## src/rtl/phone_home_pkg.sv

```systemverilog
// phone_home_pkg: shared widths, sign encoding and sizing helper for the locator datapath
package phone_home_pkg;
    localparam int MAG_WIDTH_DEFAULT = 10;
    localparam logic SIGN_NEG = 1'b1;
    function automatic int cnt_width(input int depth);
        return $clog2(depth + 1);
    endfunction
endpackage

```

## src/rtl/sync_fifo_small.sv

```systemverilog
// sync_fifo_small: small circular-buffer FIFO with registered storage and occupancy count
module sync_fifo_small
    import phone_home_pkg::*;
#(
    parameter int WIDTH = 11,
    parameter int DEPTH = 2
) (
    input  logic                        clk_i,
    input  logic                        rst_i,
    input  logic                        push_i,
    input  logic [WIDTH-1:0]            din_i,
    input  logic                        pop_i,
    output logic [WIDTH-1:0]            head_o,
    output logic [cnt_width(DEPTH)-1:0] count_o,
    output logic                        full_o
);
    localparam int PW = (DEPTH > 1) ? $clog2(DEPTH) : 1;
    localparam int CW = cnt_width(DEPTH);
    localparam logic [PW-1:0] LAST = PW'(DEPTH - 1);
    localparam logic [CW-1:0] FULL = CW'(DEPTH);

    logic [WIDTH-1:0] mem_q [DEPTH];
    logic [PW-1:0]    wr_ptr_q, wr_ptr_d, rd_ptr_q, rd_ptr_d;
    logic [CW-1:0]    count_q, count_d;
    logic             do_push, do_pop, empty;

    always_comb begin
        empty    = (count_q == '0);
        full_o   = (count_q == FULL);
        do_push  = push_i && !full_o;
        do_pop   = pop_i && !empty;
        wr_ptr_d = do_push ? ((wr_ptr_q == LAST) ? '0 : wr_ptr_q + 1'b1) : wr_ptr_q;
        rd_ptr_d = do_pop ? ((rd_ptr_q == LAST) ? '0 : rd_ptr_q + 1'b1) : rd_ptr_q;
        count_d  = (do_push && !do_pop) ? count_q + 1'b1 :
                   (!do_push && do_pop) ? count_q - 1'b1 : count_q;
        head_o   = empty ? '0 : mem_q[rd_ptr_q];
        count_o  = count_q;
    end

    always_ff @(posedge clk_i) begin
        if (rst_i) begin
            wr_ptr_q <= '0;
            rd_ptr_q <= '0;
            count_q  <= '0;
        end else begin
            if (do_push) mem_q[wr_ptr_q] <= din_i;
            wr_ptr_q <= wr_ptr_d;
            rd_ptr_q <= rd_ptr_d;
            count_q  <= count_d;
        end
    end
endmodule

```

## src/rtl/sign_val_10.sv

```systemverilog
// sign_val_10: rebuilds a signed two's-complement value from magnitude plus sign, streamed through a compute register and output FIFO
module sign_val_10
    import phone_home_pkg::*;
#(
    parameter int MAG_WIDTH = MAG_WIDTH_DEFAULT,
    parameter int DEPTH     = 2
) (
    input  logic                 clock,
    input  logic                 reset,
    input  logic                 in_valid,
    output logic                 in_ready,
    input  logic [MAG_WIDTH-1:0] in_mag,
    input  logic                 in_neg,
    output logic                 out_valid,
    input  logic                 out_ready,
    output logic [MAG_WIDTH:0]   out_val,
    output logic                 neg_zero
);
    localparam int CW = cnt_width(DEPTH);

    function automatic logic [MAG_WIDTH:0] apply_sign(input logic [MAG_WIDTH-1:0] mag, input logic neg);
        logic [MAG_WIDTH:0] x;
        x = {1'b0, mag};
        return (neg == SIGN_NEG) ? (~x) + 1'b1 : x;
    endfunction

    logic                 s1_valid_q, s1_valid_d;
    logic [MAG_WIDTH:0]   s1_val_q, s1_val_d;
    logic                 neg_zero_q, neg_zero_d;
    logic                 accept, push, pop, fifo_full;
    logic [CW-1:0]        fifo_count;

    // in_ready looks only at registered state so out_ready never reaches it combinationally
    always_comb begin
        in_ready   = !s1_valid_q || !fifo_full;
        accept     = in_valid && in_ready;
        push       = s1_valid_q && !fifo_full;
        out_valid  = (fifo_count != '0);
        pop        = out_valid && out_ready;
        s1_valid_d = accept ? 1'b1 : (push ? 1'b0 : s1_valid_q);
        s1_val_d   = accept ? apply_sign(in_mag, in_neg) : s1_val_q;
        neg_zero_d = neg_zero_q || (accept && in_neg == SIGN_NEG && in_mag == '0);
        neg_zero   = neg_zero_q;
    end

    always_ff @(posedge clock) begin
        if (reset) begin
            s1_valid_q <= 1'b0;
            s1_val_q   <= '0;
            neg_zero_q <= 1'b0;
        end else begin
            s1_valid_q <= s1_valid_d;
            s1_val_q   <= s1_val_d;
            neg_zero_q <= neg_zero_d;
        end
    end

    sync_fifo_small #(
        .WIDTH(MAG_WIDTH + 1),
        .DEPTH(DEPTH)
    ) u_fifo (
        .clk_i  (clock),
        .rst_i  (reset),
        .push_i (push),
        .din_i  (s1_val_q),
        .pop_i  (pop),
        .head_o (out_val),
        .count_o(fifo_count),
        .full_o (fifo_full)
    );
endmodule
```

## config.mk

```make
export PLATFORM = sky130hd
export DESIGN_NAME = sign_val_10
export DESIGN_NICKNAME = d
export VERILOG_FILES = /design/src/rtl/phone_home_pkg.sv /design/src/rtl/sync_fifo_small.sv /design/src/rtl/sign_val_10.sv
export SDC_FILE = /design/constraint.sdc
export NUM_CORES = 1
export LEC_CHECK = 0
export CORE_ASPECT_RATIO = 0.75
export CORE_MARGIN = 2
export CORE_UTILIZATION = 33
export CTS_CLUSTER_SIZE = 8
export DETAILED_ROUTE_END_ITERATION = 10
export PLACE_DENSITY = 0.63
export SETUP_SLACK_MARGIN = 0.02
export SLEW_MARGIN = 5
export SYNTH_ARGS = -nofsm -noshare
export SYNTH_HDL_FRONTEND = slang
export SYNTH_SLANG_ARGS = --single-unit
```

## constraint.sdc

```tcl
create_clock -name clock -period 2 [get_ports clock]
set_input_delay 0.4 -clock clock [delete_from_list [all_inputs] [get_ports clock]]
set_output_delay 0.4 -clock clock [all_outputs]
set_load 0.01 [all_outputs]
```

== After elaboration in Yosys (flattened, before gate mapping) ==
Memory sizes are Yosys's and may differ from the RTL's. A register that Yosys moved wholly into a read port is not among the register bits.
Index checks and enable logic that the tools add are counted.
Cells by class
  add/subtract/negate cells: 5
  equality and inequality tests: 1
  muxes and demuxes: 13
  bitwise logic cells: 1
  reductions and logical operators: 21
Operators with widths (number)
  2-to-1 mux 11 bit: 2
  adder 11 x 1 -> 11 bit, second input constant: 1
  inverter 10 -> 11 bit: 1
  logical NOT 10 bit: 1
  logical AND 1 bit: 9
  2-to-1 mux 1 bit: 9
  nonzero test 2 bit: 3
  logical NOT 1 bit: 5
  2-to-1 mux 2 bit: 2
  adder 1 bit, second input constant: 2
  adder 2 x 1 -> 2 bit, second input constant: 1
  == test 2 bit, second input constant: 1
  logical NOT 2 bit: 1
  logical OR 1 bit: 2
  subtractor 2 x 1 -> 2 bit, second input constant: 1
Word-level totals
  bits in registers: 17
  memory bits (writable): 22
  bits of input ports: 15
  output and inout bits: 14
  word-level logic and storage cells: 48
  memories kept: 1
Memory list
  u_fifo.mem_q: depth 2, bits a word 11, read ports 1, clocked after Yosys merged registers in 1, wr ports 1, line sync_fifo_small.sv:22  | logic [WIDTH-1:0] mem_q [DEPTH];

== Longest topological paths before layout ==
Gate-level depths: netlist of the first run.
  depth after elaboration: 8
  gate-level depth with buffers: 7
  gate-level depth less buffers: 7

== Modules after synthesis ==
Synthesis of the first run repeated with hierarchy kept, for this count alone.
Unflattened totals
  cell total of the unflattened synthesis: 152
  area total of the unflattened synthesis: 1756.7 um^2
By module, submodules not included
  sync_fifo_small: times used 1, cells an instance 72, area each 1048.5 um^2, seq. area each 760.7 um^2
  sign_val_10: times used 1, cells an instance 80, area each 708.2 um^2, seq. area each 260.2 um^2

== Worst setup path after synthesis of the first run ==
Ideal clock, no wire load.
  path type: input-to-reg
  start: input reset
  end: memory u_fifo.mem_q[1][0] (enable)
  library setup time: 0.396 ns
  arrival: 1.503 ns
  path slack: 0.101 ns
  stages on the path: 2
  buffers on the path: 1
  cells stage by stage: clkbuf_1 > nor3b_1
Between the ends
  word-level cells in the longest chain between the ends: 2
Ends and longest elaborated chain
  start, declared: line sign_val_10.sv:9  | input logic reset,
  2-to-1 mux 1 bit: line sync_fifo_small.sv:41  | if (rst_i) begin
  2-to-1 mux 1 bit (not written as such): line sync_fifo_small.sv:46  | if (do_push) mem_q[wr_ptr_q] <= din_i;
  end, declared: line sync_fifo_small.sv:22
Every way passes these cells.

== Worst setup path in the final report of the first run ==
  start: input in_mag[6]
  end: register neg_zero_q, in the netlist neg_zero
Between the ends
  word-level cells in the longest chain between the ends: 3
Ends and longest elaborated chain
  start, declared: line sign_val_10.sv:12  | input logic [MAG_WIDTH-1:0] in_mag,
  logical NOT 10 bit: line sign_val_10.sv:42  | neg_zero_d = neg_zero_q || (accept && in_neg == SIGN_NEG && in_mag == '0);
  logical AND 1 bit: line sign_val_10.sv:42
  logical OR 1 bit: line sign_val_10.sv:42
  end signal, assigned: line sign_val_10.sv:54  | neg_zero_q <= neg_zero_d;
  end, declared: line sign_val_10.sv:29  | logic neg_zero_q, neg_zero_d;
Every way passes these cells.
A chain may end at the register's enable or synchronous reset.

==> impl_results.md, run 1 <==
* Outcome: completed
* Syn-to-layout area delta at 41.39%
* Syn Area/Cell at 11.40 µm²
* Chip width at 86.55 µm
* Post-synth top flop: edfxtp_1
* Starting density of the core at 0.3442
* Switching part of the total at 0.2859
* # setup viols final at 0
* Min Tclk post-route at 1.930 ns
* Clock buffer depth at 2
* Site row count at 22
* FF/Latch Area at 1021 µm²
* Top post-synthesis cells by area: edfxtp_1 (39%), dfxtp_1 (21%), mux2i_1 (7.1%)
* Top cell type's share of synthesized area at 0.3917
* Static Leak at 0.001065 µW
* Die ar. at 5705 µm²
* Buffers on Ports at 28
* Gate power share at 0.318
* Post-synth cell types at 26
* Initial antenna violation count at 0
* Core Area at 4900 µm²
* CTS Buf Count at 5
* Clock power frac at 0.267
* Final Util at 0.4867
* Layout cell share with drive strength beyond 1 at 0.1940
* ANT cells at 0
* Hold Buf Count CTS at 0
* Arr. time, crit path at 2.16 ns
* DRT antenna net count at 0
* Tightest Pin Transition at 0.3718 ns
* Clock Pin Slew Worst Setup and Hold Paths at 0.08 ns
* Commonest cells in the netlist: nor2_1 (25), edfxtp_1 (22), dfxtp_1 (18)
* First-pass GRT wire length at 5161 µm
* Yosys top cell by area: edfxtp_1
* Layout Cells excl Fill at 261
* Area taken by multi-input logic gates at 653.1 µm²
* Via density at 4.693
* CP Launch Type: input pin
* Max-Cap Viols at 0
* Dpl cells at 251
* Worst hold path type: reg2reg
* Syn nets at 165
* RSZ-0062 raised after global routing: true
* Sw power at 699.0 µW
* Internal power at 1746 µW
* CTS root buffer: clkbuf_8
* Ys async rst share at 0
* Final worst path period share at 0.9650
* CTS sink cnt at 40
* Initial DRC count at 35
* Synth Instances at 148
* Most frequent cell after synthesis: nor2_1
* Mapped cell area at 1687 µm²
* Pwr/cell area at 1025 nW/µm²
* TritonCTS clock tree: done
* Io pins at 29
* Slew HR at 0.7489
* Routed wire length at 3168 µm
* Setup Crit Path Kind: in2reg
* Via Count at 1225
* Worst endpoint required time at 2.23 ns
* Gr ovfl total at 0
* Sequential share of the synthesized area at 0.6053
* Worst-path maximum fanout at 2
* Nets at 217
* Die height at 65.92 µm
* Wire per inst at 12.14 µm
* Synth Register Bits at 40
* Seq pwr share at 0.415
* First-pass DRT Iterations at 4
* Final Hold Viols at 0
* Number of synthesized flops with an enable pin at 22
* Ys Warns at 0
* Clock latency at the later pin of the worst-skew pair at 0.29 ns
* GRT Total Usage at 0.1203
* Fin. max-slew vios at 0
* Largest net degree at the start of global routing at 19
* H-tree depth at 2
* Max VDD drop at 349.4 µV
* DRC errors left at 0
* Vias in the first global route at 1128
* # fillers at 451
* Post-DP HPWL at 2354 µm
* CP Capture Type: flop
* Final Skew at 0.003519 ns
* Max Freq at 518.1 MHz
* Routability congestion estimate at 0.8537
==> cell usage in the layout (no fill, tap or decap), types with 2 or more instances in the layout <==
cell             Yosys  routed
a211oi_1             7       7
a21oi_1              5       5
buf_4                0      22
buf_6                0       2
clkbuf_8             0       5
clkdlybuf4s50_1      0      12
clkinv_4             0       2
dfxtp_1             18      18
dlygate4sd2_1        0       5
dlymetal6s2s_1       0      11
edfxtp_1            22      22
inv_1                8       8
mux2i_1             12      12
nand2_1              5       5
nand3b_1             2       2
nor2_1              25      24
o21ai_0              7       7
o31ai_1              2       2
or3_1                4       4
or4b_4               0       2
xor2_1              11      11
==> cells by family (layout without fill, tap and decap cells) <==
logic type	Yosys count	count (layout)	synth area share
flops	40	40	0.6053
fa+ha+maj	2	2	0.01483
mux	12	12	0.07122
xor+xnor	11	11	0.05712
simple gates	44	44	0.1269
buf+inv	15	68	0.03338
compound gates	24	24	0.09124
==> power groups by stage <==
stage	Combinational (µW)	Clock [µW]	Sequential (µW)
3_5_place_dp	785	0	1020
5_1_grt	849	707	1030
3_3_place_gp	769	0	1020
6_report	777	653	1020
4_1_cts	797	671	1020
2_1_floorplan	407	0	1030
==> through the flow <==
step	setup slack, ns	setup TNS (ns)	power (µW)	hold WS [ns]	instance area [µm²]
final	0.06993	0	2445	0.4559	2385
after global routing	0.006630	0	2583	0.4835	2385
after CTS	0.02239	0	2484	0.4660	2327
after detailed placement	-0.4138	-1.816	1809	0.4502	2181
after global placement	-0.3713	-1.510	1788	0.4368	2181
after floorplan	0.1013	0	1432	0.4254	1687
==> worst max-delay path, stage by stage <==
cell,delay (ns)
dlygate4sd2_1,0.24
or4_4,0.54
or4b_4,0.52
or3_1,0.31
a21oi_1,0.14
==> metal layers <==
metal	routed length, µm	GRT usage	share of wire	vias to the layer above
li1	-	-	-	627
met1	1518	0.1517	0.48	562
met2	1426	0.1894	0.45	32
met3	181	0.03870	0.057	4
met4	42	0.05273	0.013	0
met5	0	0	0	-
==> area by class of cell <==
type | instances | area share
inverter | 8 | 0.01259
sequential | 40 | 0.4281
timing repair buffer | 52 | 0.2051
multi-input combinational | 93 | 0.2739
clock inverter | 3 | 0.01994
tap | 60 | 0.03148
clock buffer | 5 | 0.02886
==> what timing repair did <==
item,in CTS,in global routing
endpoints found under the hold margin,0,0
pin swaps,6,5
buffers inserted,1,1
endpoints found under the setup margin,14,13
gates resized for setup,12,14
==> path summary, 6_finish.rpt <==
path | cells past startpoint | startpoint | slack [ns] | to
min reg2reg | 2 | neg_zero | 0.46 | neg_zero
min | 2 | neg_zero | 0.46 | neg_zero
max | 5 | in_mag[6] | 0.07 | neg_zero
max reg2reg | 7 | u_fifo.count_o[1] | 0.29 | u_fifo.count_o[1]
==> state kept, by name, summed over array words and instances (netlist names), named ones only <==
register and flops:
u_fifo.wr_ptr_q 1, u_fifo.rd_ptr_q 1, u_fifo.mem_q 22, neg_zero 1, s1_val_q 11, s1_valid_q 1
u_fifo.count_o 2
No activity file was read; power rests on OpenSTA's default activity.
==> run 2: changes to the inputs <==
--- a/config.mk
+++ b/config.mk
@@ -5,11 +5,13 @@
 export SDC_FILE = /design/constraint.sdc
 export NUM_CORES = 1
 export LEC_CHECK = 0
+export ABC_CLOCK_PERIOD_IN_PS = 2000
 export CORE_ASPECT_RATIO = 0.75
 export CORE_MARGIN = 2
 export CORE_UTILIZATION = 33
 export CTS_CLUSTER_SIZE = 8
 export DETAILED_ROUTE_END_ITERATION = 10
+export GPL_TIMING_DRIVEN = 0
 export PLACE_DENSITY = 0.63
 export SETUP_SLACK_MARGIN = 0.02
 export SLEW_MARGIN = 5
==> constraint.sdc (replaced) <==
create_clock -name clock -period 2 [get_ports clock]
set_input_delay 0.5 -clock clock [delete_from_list [all_inputs] [get_ports clock]]
set_output_delay 0.5 -clock clock [all_outputs]
set_load 0.01 [all_outputs]
==> run 2 against run 1 <==
- first-iteration DRC count down 43%
- cell area down 6.9%
- wire length down 7.7%
- critical endpoint is now u_fifo.mem_q[0][8]
- the flow now finishes with violations (negative setup slack)
- register-to-register slack worse by 0.28 ns
- sequential cell count unchanged
- critical path depth down 2
- worst hold slack better by 0.0087 ns
- clock power down 25%
- fmax down 5.6%
==> impl_results.md, run 2 (same netlist as run 1, synthesis figures left out) <==
* Tightest Pin Transition at 0.8677 ns (+0.4959 ns)
* Gate power share at 0.315 (-0.003)
* RSZ-0062 raised after global routing: true
* Static Leak at 0.0008669 µW (-19%)
* Total Power at 2247 µW (-8.1%)
* CTS Buf Count at 5 (unchanged)
* First-pass DRT Iterations at 4 (unchanged)
* R2R setup slack at 0.01 ns (-0.28 ns)
* Clock power frac at 0.217 (-0.050)
* Pwr/cell area at 1012 nW/µm² (-1.2%)
* Max-Cap Viols at 0 (unchanged)
* Setup Crit Path Kind: in2reg
* Syn-to-layout area delta at 31.60%
* Min Tclk post-route at 2.044 ns (+0.1136 ns)
* Worst-path maximum fanout at 11 (+9)
* Site row count at 22 (unchanged)
* Via Count at 1129 (-7.8%)
* Nets at 201 (-7.4%)
* First-pass GRT wire length at 5161 µm (unchanged)
* Routed wire length at 2923 µm (-7.7%)
* CTS sink cnt at 40 (unchanged)
* Placement Cell Area at 2049 µm² (-6.0%)
* Worst endpoint required time at 1.91 ns (-0.32 ns)
* Final setup margin at -0.04369 ns (-0.1136 ns)
* Seq pwr share at 0.468 (+0.053)
* Routability congestion estimate at 0.7840 (-8.2%)
* Max VDD drop at 407.4 µV (+17%)
* Outcome: complete, but fails checks
* Chip width at 86.55 µm (unchanged)
* CP Capture Type: flop
* Most frequent cells in the layout: nor2_1 (24), edfxtp_1 (22), dfxtp_1 (15)
* ANT cells at 0 (unchanged)
* Core Area at 4900 µm² (unchanged)
* DRT antenna net count at 0 (unchanged)
* Initial antenna violation count at 0 (unchanged)
* Final worst path period share at 1.022 (+0.05681)
* Wire per inst at 11.93 µm (-1.7%)
* Register with the most flip-flops: u_fifo.mem_q
* CTS root buffer: clkbuf_8
* Arr. time, crit path at 1.95 ns (-0.21 ns)
* TritonCTS clock tree: done
* GRT Total Usage at 0.1180 (-0.002307)
* Fin. max-slew vios at 0 (unchanged)
* Final Hold Viols at 0 (unchanged)
* Number of flip-flops under the largest register name at 22 (unchanged)
* Clock buffer depth at 2 (unchanged)
* Die ar. at 5705 µm² (unchanged)
* Buffers on Ports at 27 (-3.6%)
* Gr ovfl total at 0 (unchanged)
* DRC errors left at 0 (unchanged)
* H-tree depth at 2 (unchanged)
* # setup viols final at 11 (+11)
* Internal power at 1581 µW (-9.4%)
* Starting density of the core at 0.3442 (unchanged)
* Die height at 65.92 µm (unchanged)
* Layout cell share with drive strength beyond 1 at 0.1405 (-0.05349)
* Slew HR at 0.4184 (-0.3305)
* Leading cell type in the layout, fill and taps excluded: nor2_1
* Cell area after layout at 2220 µm² (-6.9%)
* Clock latency at the later pin of the worst-skew pair at 0.28 ns (about the same)
* Post-place setup slack at -0.6064 ns (-0.1926 ns)
* CP Launch Type: input pin
* Initial DRC count at 20 (-43%)
* Max Freq at 489.3 MHz (-5.6%)
* Final Skew at 0.006473 ns (+0.002955 ns)
* Post-DP HPWL at 2098 µm (-11%)
* Vias in the first global route at 1042 (-7.6%)
* Sw power at 666.1 µW (-4.7%)
* Worst hold path type: reg2reg
* Clock Pin Slew Worst Setup and Hold Paths at 0.07 ns (about the same)
* Largest net degree at the start of global routing at 12 (-7)
* Via density at 4.608 (-1.8%)
* Io pins at 29 (unchanged)
* Failing checks: negative setup slack
* Switching part of the total at 0.2964 (+0.01051)
## run 2: stage by stage
stage                     TNS [ns]    util  instances  hold slack (ns)
after floorplan                  0       -        148           0.4254
after global placement      -19.46  0.4173        235           0.4377
after detailed placement    -13.66  0.4183        235           0.4430
after CTS                  -0.5216  0.4477        244           0.4673
after global routing        -1.609  0.4530        245           0.4841
final                      -0.4410  0.4530        245           0.4646
## run 2: layout make-up
class                           count  area, µm²
Sequential cell                    40       1030
Multi-Input combinational cell     93      671.9
Fill cell                         472       2680
Clock inverter                      1      3.754
Clock buffer                        7      76.32
Inverter                            8      30.03
Buffer                              7      45.04
Timing Repair Buffer               29      287.8
Tap cell                           60      75.07
## run 2: worst max-delay path: stages
cell,delay (ns)
clkdlybuf4s50_1,0.43
clkbuf_1,0.25
nor3_2,0.76
## run 2: final timing paths
kind,startpoint,to,cells past startpoint
worst min register to register,s1_val_q[4],u_fifo.mem_q[1][4],0
worst max register to register,u_fifo.count_o[1],u_fifo.count_o[1],6
worst max-delay path,reset,u_fifo.mem_q[0][8],3
worst min-delay path,s1_val_q[4],u_fifo.mem_q[1][4],0
## run 2: power groups by stage
stage	clock network, µW	registers (µW)	logic [µW]
floorplan	0	1030	409
global placement	0	1040	711
detailed placement	0	1040	717
CTS	506	1050	725
global route	543	1070	791
finish	487	1050	708
## run 2: routing by layer
layer | vias up | track usage | part of all wire
met3 | 2 | 0.03995 | 0.042
met5 | - | 0 | 0
li1 | 594 | - | -
met4 | 0 | 0.03516 | 0.0065
met1 | 503 | 0.1707 | 0.55
met2 | 30 | 0.1654 | 0.40
## run 2: timing repair
action / CTS / global route
resized for setup: 46 / 4
setup endpoints to repair: 39 / 24
endpoints found under the hold margin: 0 / 0
hold buffers: 0 / 0
pin swaps: 3 / 0
cloned: 1 / 0
buffers inserted: 0 / 1
==> run 3: changes to the inputs <==
==> constraint.sdc (replaced) <==
create_clock -name clock -period 2 [get_ports clock]
set_input_delay 0.5 -clock clock [delete_from_list [all_inputs] [get_ports clock]]
set_output_delay 0.5 -clock clock [all_outputs]
set_load 0.1 [all_outputs]
==> run 3 against run 2 <==
- the flow now finishes without violations
- combinational power grew 130%
- global-route usage increased by 0.74 points
- highest routed layer unchanged
- worst hold slack improved by 0.0053 ns
==> impl_results.md, run 3 (same netlist as run 1, synthesis figures left out) <==
* Outcome: completed
* Initial antenna violation count at 0 (unchanged)
* Chip width at 86.55 µm (unchanged)
* Slew HR at 0.5569 (+0.1386)
* Area taken by multi-input logic gates at 812.0 µm² (+21%)
* TritonCTS clock tree: done
* Worst-path maximum fanout at 4 (-7)
* First-pass GRT wire length at 5333 µm (+3.3%)
* DRT antenna net count at 0 (unchanged)
* RSZ-0062 raised after global routing: true
* Nets at 203 (+1.0%)
* Routed wire length at 3237 µm (+11%)
* Via density at 4.802 (+4.2%)
* Max VDD drop at 380.5 µV (-6.6%)
* # setup viols final at 0 (-11)
* Final Skew at 0.008703 ns (+0.002230 ns)
* Buffers on Ports at 27 (unchanged)
* Via Count at 1186 (+5.0%)
* Layout Cells excl Fill at 247 (+0.82%)
* Static Leak at 0.0008855 µW (+2.1%)
* Hold Slack at 0.4699 ns (+0.005267 ns)
* Arr. time, crit path at 2.17 ns (+0.22 ns)
* Number of flip-flops under the largest register name at 22 (unchanged)
* Most frequent cells in the layout: edfxtp_1 (22), dfxtp_1 (17), nor2_1 (13)
* Dpl cells at 235 (unchanged)
* First-pass DRT Iterations at 4 (unchanged)
* Setup Crit Path Kind: in2reg
* Syn-to-layout area delta at 42.51%
* Initial DRC count at 106 (+430%)
* Hold Buf Count CTS at 0 (unchanged)
* CTS sink cnt at 40 (unchanged)
* Max-Cap Viols at 0 (unchanged)
* Tightest Pin Transition at 0.6646 ns (-0.2032 ns)
* Wire per inst at 13.11 µm (+9.8%)
* Gr ovfl total at 0 (unchanged)
* Register with the most flip-flops: u_fifo.mem_q
* Max Freq at 512.9 MHz (+4.8%)
* DRC errors left at 0 (unchanged)
* Io pins at 29 (unchanged)
* Post-DP HPWL at 2256 µm (+7.5%)
* Vias in the first global route at 1127 (+8.2%)
* Die height at 65.92 µm (unchanged)
* Largest net degree at the start of global routing at 14 (+2)
* Fin. max-slew vios at 0 (unchanged)
* ANT cells at 0 (unchanged)
* Final setup margin at 0.05043 ns (+0.09412 ns)
* Layout cell share with drive strength beyond 1 at 0.3743 (+0.2338)
* Core Area at 4900 µm² (unchanged)
* Worst endpoint required time at 2.22 ns (+0.31 ns)
* # fillers at 449 (-4.9%)
* Post-place setup slack at -0.9133 ns (-0.3069 ns)
* Leading cell type in the layout, fill and taps excluded: edfxtp_1
* Die ar. at 5705 µm² (unchanged)
* CTS Buf Count at 5 (unchanged)
* Final Hold Viols at 0 (unchanged)
* Site row count at 22 (unchanged)
* FF/Latch Area at 1022 µm² (-0.73%)
* Final worst path period share at 0.9748 (-0.04706)
* Worst hold path type: reg2reg
* GRT Total Usage at 0.1254 (+0.007442)
* Clock latency at the later pin of the worst-skew pair at 0.29 ns (about the same)
* CTS root buffer: clkbuf_8
* Pwr/cell area at 1391 nW/µm² (+37%)
* Min Tclk post-route at 1.950 ns (-0.09412 ns)
* CP Launch Type: input pin
* CP Capture Type: flop
* Routability congestion estimate at 0.8576 (+9.4%)
* Starting density of the core at 0.3442 (unchanged)
* Clock buffer depth at 2 (unchanged)
* Clock Pin Slew Worst Setup and Hold Paths at 0.07 ns (about the same)
* H-tree depth at 2 (unchanged)
run 3: cell count changes in the layout (fill, tap and decap cells not counted), sizes merged:
cell	before	now
dlymetal6s2s	2	0
bufinv	0	1
clkdlybuf4s50	9	6
clkdlybuf4s15	2	1
dlygate4sd2	13	2
buf	4	21
clkinv	1	2
run 3: metal layers:
metal,GRT usage,part of all wire,vias up,wire (µm)
li1,-,-,603,-
met1,0.1668,0.49,542,1575
met2,0.1904,0.45,35,1444
met3,0.03121,0.049,6,160
met4,0.06250,0.017,0,56
met5,0,0,-,0
run 3: critical path: stages:
cell,delay [ns]
clkdlybuf4s15_1,0.24
or4_4,0.44
or4b_4,0.53
or3_4,0.34
a21oi_2,0.12
run 3: path summary, 6_finish.rpt:
check | start | to | slack, ns | depth (start not counted)
worst max-delay path | in_mag[4] | neg_zero | 0.05 | 5
worst min-delay path | neg_zero | neg_zero | 0.47 | 2
worst max register to register | u_fifo.count_o[1] | u_fifo.count_o[1] | 0.22 | 6
worst min register to register | neg_zero | neg_zero | 0.47 | 2
run 3: report_power, final:
group          switching, µW  internal (µW)
sequential              80.8            966
clock                    269            369
combinational           1180            481
run 3: stage by stage:
step	utilization	total power, µW	TNS (ns)	instance area [µm²]
after CTS	0.4732	3266	0	2318
after detailed placement	0.4425	2614	-21.51	2168
after global routing	0.4906	3483	0	2404
after floorplan	-	2279	-3.404	1818
final	0.4906	3343	0	2404
after global placement	0.4415	2586	-25.46	2163
run 3: what timing repair did:
item                                    CTS  global route
pin swaps                                 7             4
setup buffers                             3             1
endpoints found under the setup margin   41            29
resized for setup                       103            29
run 3: final cells by class:
class,instances,area share
plain buffers,7,0.03123
clock inverters,3,0.01770
inverters,8,0.01249
well taps,60,0.03123
repair buffers,31,0.1156
multi-input cells,93,0.3378
clock buffers,5,0.02863
flip-flops and latches,40,0.4253
